===== src/rtl/apb_cmd_master.sv =====
// APB3 requester: converts a command/response handshake into single APB
// transfers, one outstanding at a time, with an optional PREADY timeout.
module apb_cmd_master #(
    parameter int ADDR_W  = 32,
    parameter int DATA_W  = 32,
    parameter int TIMEOUT = 16,
    parameter int TO_W    = 8
) (
    input  logic              PCLK,
    input  logic              PRESETn,
    input  logic              cmd_valid,
    output logic              cmd_ready,
    input  logic              cmd_write,
    input  logic [ADDR_W-1:0] cmd_addr,
    input  logic [DATA_W-1:0] cmd_wdata,
    output logic              rsp_valid,
    output logic [DATA_W-1:0] rsp_rdata,
    output logic              rsp_err,
    output logic              rsp_timeout,
    output logic              PSEL,
    output logic              PENABLE,
    output logic              PWRITE,
    output logic [ADDR_W-1:0] PADDR,
    output logic [DATA_W-1:0] PWDATA,
    input  logic [DATA_W-1:0] PRDATA,
    input  logic              PREADY,
    input  logic              PSLVERR
);

    typedef enum logic [1:0] {
        IDLE   = 2'd0,
        SETUP  = 2'd1,
        ACCESS = 2'd2
    } state_t;

    // Last wait-counter value before an abort; unused when TIMEOUT is 0.
    localparam logic [TO_W-1:0] TO_LAST = TO_W'((TIMEOUT == 0) ? 0 : TIMEOUT - 1);
    localparam bit              TO_EN   = (TIMEOUT != 0);

    state_t          state_q;
    state_t          state_d;
    logic [TO_W-1:0] wait_cnt;

    logic accept;
    logic complete;
    logic abort;

    // State register.
    always_ff @(posedge PCLK or negedge PRESETn) begin
        if (!PRESETn) begin
            state_q <= IDLE;
        end else begin
            state_q <= state_d;
        end
    end

    // Next-state decode; SETUP always lasts a single cycle.
    always_comb begin
        state_d = state_q;
        case (state_q)
            IDLE:    if (cmd_valid) state_d = SETUP;
            SETUP:   state_d = ACCESS;
            ACCESS:  if (complete || abort) state_d = IDLE;
            default: state_d = IDLE;
        endcase
    end

    // Combinational handshake and transfer-end decode; PREADY wins over abort.
    always_comb begin
        cmd_ready = (state_q == IDLE);
        accept    = cmd_ready && cmd_valid;
        complete  = (state_q == ACCESS) && PREADY;
        abort     = (state_q == ACCESS) && !PREADY && TO_EN && (wait_cnt == TO_LAST);
    end

    // APB bus outputs: address/data/direction load only on accept and then hold.
    always_ff @(posedge PCLK or negedge PRESETn) begin
        if (!PRESETn) begin
            PSEL    <= 1'b0;
            PENABLE <= 1'b0;
            PWRITE  <= 1'b0;
            PADDR   <= '0;
            PWDATA  <= '0;
        end else begin
            if (accept) begin
                PSEL    <= 1'b1;
                PENABLE <= 1'b0;
                PWRITE  <= cmd_write;
                PADDR   <= cmd_addr;
                PWDATA  <= cmd_wdata;
            end else if (state_q == SETUP) begin
                PENABLE <= 1'b1;
            end else if (complete || abort) begin
                PSEL    <= 1'b0;
                PENABLE <= 1'b0;
            end
        end
    end

    // Wait-state counter: cleared in SETUP, counts ACCESS cycles with PREADY low.
    always_ff @(posedge PCLK or negedge PRESETn) begin
        if (!PRESETn) begin
            wait_cnt <= '0;
        end else if (state_q == SETUP) begin
            wait_cnt <= '0;
        end else if ((state_q == ACCESS) && !PREADY && !abort) begin
            wait_cnt <= wait_cnt + TO_W'(1);
        end
    end

    // Response: one-cycle valid pulse; payload holds until the next response.
    always_ff @(posedge PCLK or negedge PRESETn) begin
        if (!PRESETn) begin
            rsp_valid   <= 1'b0;
            rsp_rdata   <= '0;
            rsp_err     <= 1'b0;
            rsp_timeout <= 1'b0;
        end else begin
            rsp_valid <= complete || abort;
            if (complete) begin
                rsp_rdata   <= PWRITE ? '0 : PRDATA;
                rsp_err     <= PSLVERR;
                rsp_timeout <= 1'b0;
            end else if (abort) begin
                rsp_rdata   <= '0;
                rsp_err     <= 1'b1;
                rsp_timeout <= 1'b1;
            end
        end
    end

endmodule


===== config.mk =====
export PLATFORM = sky130hd
export DESIGN_NAME = apb_cmd_master
export DESIGN_NICKNAME = d
export VERILOG_FILES = /design/src/rtl/apb_cmd_master.sv
export SDC_FILE = /design/constraint.sdc
export NUM_CORES = 1
export LEC_CHECK = 0
export CAP_MARGIN = 10
export CORE_MARGIN = 2
export CORE_UTILIZATION = 45
export CTS_CLUSTER_SIZE = 30
export DETAILED_ROUTE_END_ITERATION = 10
export PLACE_DENSITY = 0.95
export SYNTH_ARGS = -nofsm -noshare
export SYNTH_HDL_FRONTEND = slang
export SYNTH_SLANG_ARGS = --single-unit

===== constraint.sdc =====
create_clock -name PCLK -period 2.45 [get_ports PCLK]
set_clock_uncertainty 0.1 [all_clocks]
set_input_delay 0.49 -clock PCLK [delete_from_list [all_inputs] [get_ports PCLK]]
set_output_delay 0.49 -clock PCLK [all_outputs]
set_load 0.02 [all_outputs]

==> flow_summary.toml <==
[cts]
cts_tree = "done"
cts_root_buf = "clkbuf_8"
cts_buffers = 9
post_cts_resized = 0
post_cts_buffers = 0
cts-htree-levels = 3
cts.reportedPaths.clkPinSlew_ns = 0.09
hold_buffers = 1
clk_latency_ns = 0.36
clock_sinks = 112
clk_path_buf_depth = 2

[global_route]
grt_max_degree = 63
antenna_found_initial = 0
grt_pass1_vias = 3844
grt_pass1_wl_mm = 19.1
grt_use_total_pct = 21.8
overflow = 0

[place]
hpwl_mm = 8.70
dp_slack_ns = 0.266
gp_congestion = 0.754
port_buffers = 204

[min_path]
min_path_type = "reg -> reg"

[critical_path]
worst-setup-path-type = "reg -> out"
regToRegStartpoint = "state_q[0]"
critPathLaunchType = "flop"
worst_path_max_delay_cell = "clkdlybuf4s50_1"
worstPathCellList = "nor2_1 > clkdlybuf4s50_1"
r2r_cells = 3
r2r-end = "PADDR[0]"
r2r_setup_slack_ns = 0.61
endpoint = "cmd_ready"
critPathMaxFanout = 10
cp_top_family = "buffers and inverters"
slowest_delay_ns = 0.63
crit_path_start = "state_q[0]"
end_kind = "primary output"
worstPathRequired_ns = 1.86
arrival_ns = 1.70
cp_num_cells = 2
crit_buf_inv = 1

[timing]
fmax_mhz = 436
fin_setup_tns_ns = 0
rsz0062_at_grt = "no"
setup_viol = 0
fin_crit_sh_pct = 93.5
finalCriticalPeriod_ns = 2.29
drv_slew = 0
finalHoldViolations = 0
max_slew_margin_pct = 65.4
setup_slack_ns = 0.158
tightest_slew_ns = 0.518

[floorplan]
die_area_um2 = 11100
placeableCoreArea_um2 = 9860
start_util_pct = 46.8
io_pins = 205
die-width_um = 105
fp.dieH_um = 105
rows = 36

[drt]
drc = 0
first_iter_violations = 179
wl_per_cell_um = 17.0
drtAntennaViolNets = 0
avgViaCountPerCell = 5.15
first_pass_iters = 5
vias = 3561
wirelength_mm = 11.7

[outcome]
status = "completed"

[layout]
final_cell_mix = "203 x clkdlybuf4s50_1, 112 x dfrtp_1, 38 x inv_1, 35 x mux2_2, 32 x a22oi_1"
diodes = 0
syn2layout_area_growth_pct = 51.6
drive_gt1_share_pct = 11.4
fin_nets = 657
final_common_cell = "clkdlybuf4s50_1"

[logic_synthesis]
synth_top_family_by_area = "multiplexers"
muxShareOfSynthArea_pct = 16.7
ys_seq_area_share_pct = 60.8
netlist_area_um2 = 4610
synthFlopType = "dfrtp_1"
synth_fa_ha_area_share_pct = 0.271
ys.warnings.count = 0
yosysUniqueCellTypes = 39
async_reset_ff_share_pct = 100
yosys.area_share.simple_pct = 4.48
synth_cells = 353
postSynthNetCount = 456
synth_xor_area_share_pct = 0
synth_edf_count = 0
avgSynthCellArea_um2 = 13.1
ys_seq_elements = 112
synth-compound-area-share_pct = 11.4

[power]
p_leak_nw = 3.06
ir_worst_vdd_mv = 0.732
cellPowerDensity_nw_per_um2 = 1300

[flow_run]
cap_violations = 0
power breakdown:
part	internal (mW)	switching, mW
Sequential	2.71	0.599
Combinational	2.45	2.26
Clock	0.527	0.574
sequential cells by signal, indices dropped and copies added (netlist names):
name / flops
wait_cnt: 8
rsp_err: 1
rsp_timeout: 1
PSEL: 1
rsp_rdata: 32
PENABLE: 1
state_q: 2
PWDATA: 32
PADDR: 32
PWRITE: 1
rsp_valid: 1
layout make-up:
type,count,area [um2]
Timing Repair Buffer,212,2150
Tap cell,133,166
Multi-Input combinational cell,181,1530
Fill cell,681,2870
Clock buffer,13,159
Clock inverter,3,40.0
Sequential cell,112,2800
Inverter,38,143
through the flow:
step | cells | power (mW) | hold WS, ns | instance area [um2] | utilization (%)
final | 692 | 9.12 | 0.391 | 6990 | 70.9
after global routing | 692 | 9.64 | 0.422 | 6990 | 70.9
after CTS | 692 | 9.22 | 0.395 | 6990 | 70.9
after detailed placement | 675 | 8.08 | 0.374 | 6780 | 68.8
after global placement | 675 | 7.85 | 0.366 | 6780 | 68.8
after floorplan | 353 | 5.75 | 0.0944 | 4610 | -
how the worst min path moves through the flow:
| stage | to | from | slack (ns) | cells after the start |
|---|---|---|---|---|
| 2_1_floorplan | PADDR[0] | PRESETn | 0.09 | 0 |
| 3_3_place_gp | PWDATA[10] | PWDATA[10] | 0.37 | 1 |
| 3_5_place_dp | PADDR[30] | PADDR[30] | 0.37 | 1 |
| 4_1_cts | PADDR[30] | PADDR[30] | 0.40 | 1 |
| 5_1_grt | PWDATA[19] | PWDATA[19] | 0.42 | 1 |
| 6_report | PADDR[30] | PADDR[30] | 0.39 | 1 |
synth_stat cells, types with 2 or more instances:
cell      number  area, um2
nand4_1        3       18.8
nand2_1        5       18.8
a22oi_1       32        240
inv_1         38        143
o21ai_0       11       55.1
o21ai_1       21        105
a21oi_1        8       40.0
mux2i_1        4       40.0
nor3b_4        2       37.5
buf_6          7       78.8
mux2_2        35        394
clkbuf_1       3       11.3
and3_1         2       12.5
mux2_1        30        338
buf_2         11       55.1
nand2b_1       5       31.3
dfrtp_1      112       2800
nor2_1         3       11.3
cells by family after synthesis:
| group | count (synthesis) |
|---|---|
| adders and majority gates | 1 |
| DFF | 112 |
| muxes | 69 |
| buffers and inverters | 60 |
| and+or+nand+nor | 29 |
| AOI/OAI and AO/OA | 82 |
worst reg2reg max path, cell delays in order, from the launching register on:
cell	delay [ns]
dfrtp_1	0.55
nor3b_4	0.31
buf_12	0.32
mux2_2	0.44
metal layers:
layer / global-route usage [%] / part of all wire, % / vias to the layer above
li1: - / - / 1637
met5: 0 / 0 / -
met1: 25.1 / 37 / 1746
met2: 38.6 / 53 / 146
met4: 9.43 / 3.2 / 0
met3: 5.07 / 6.5 / 32
Note: power is estimated with default switching activity, not from simulation.
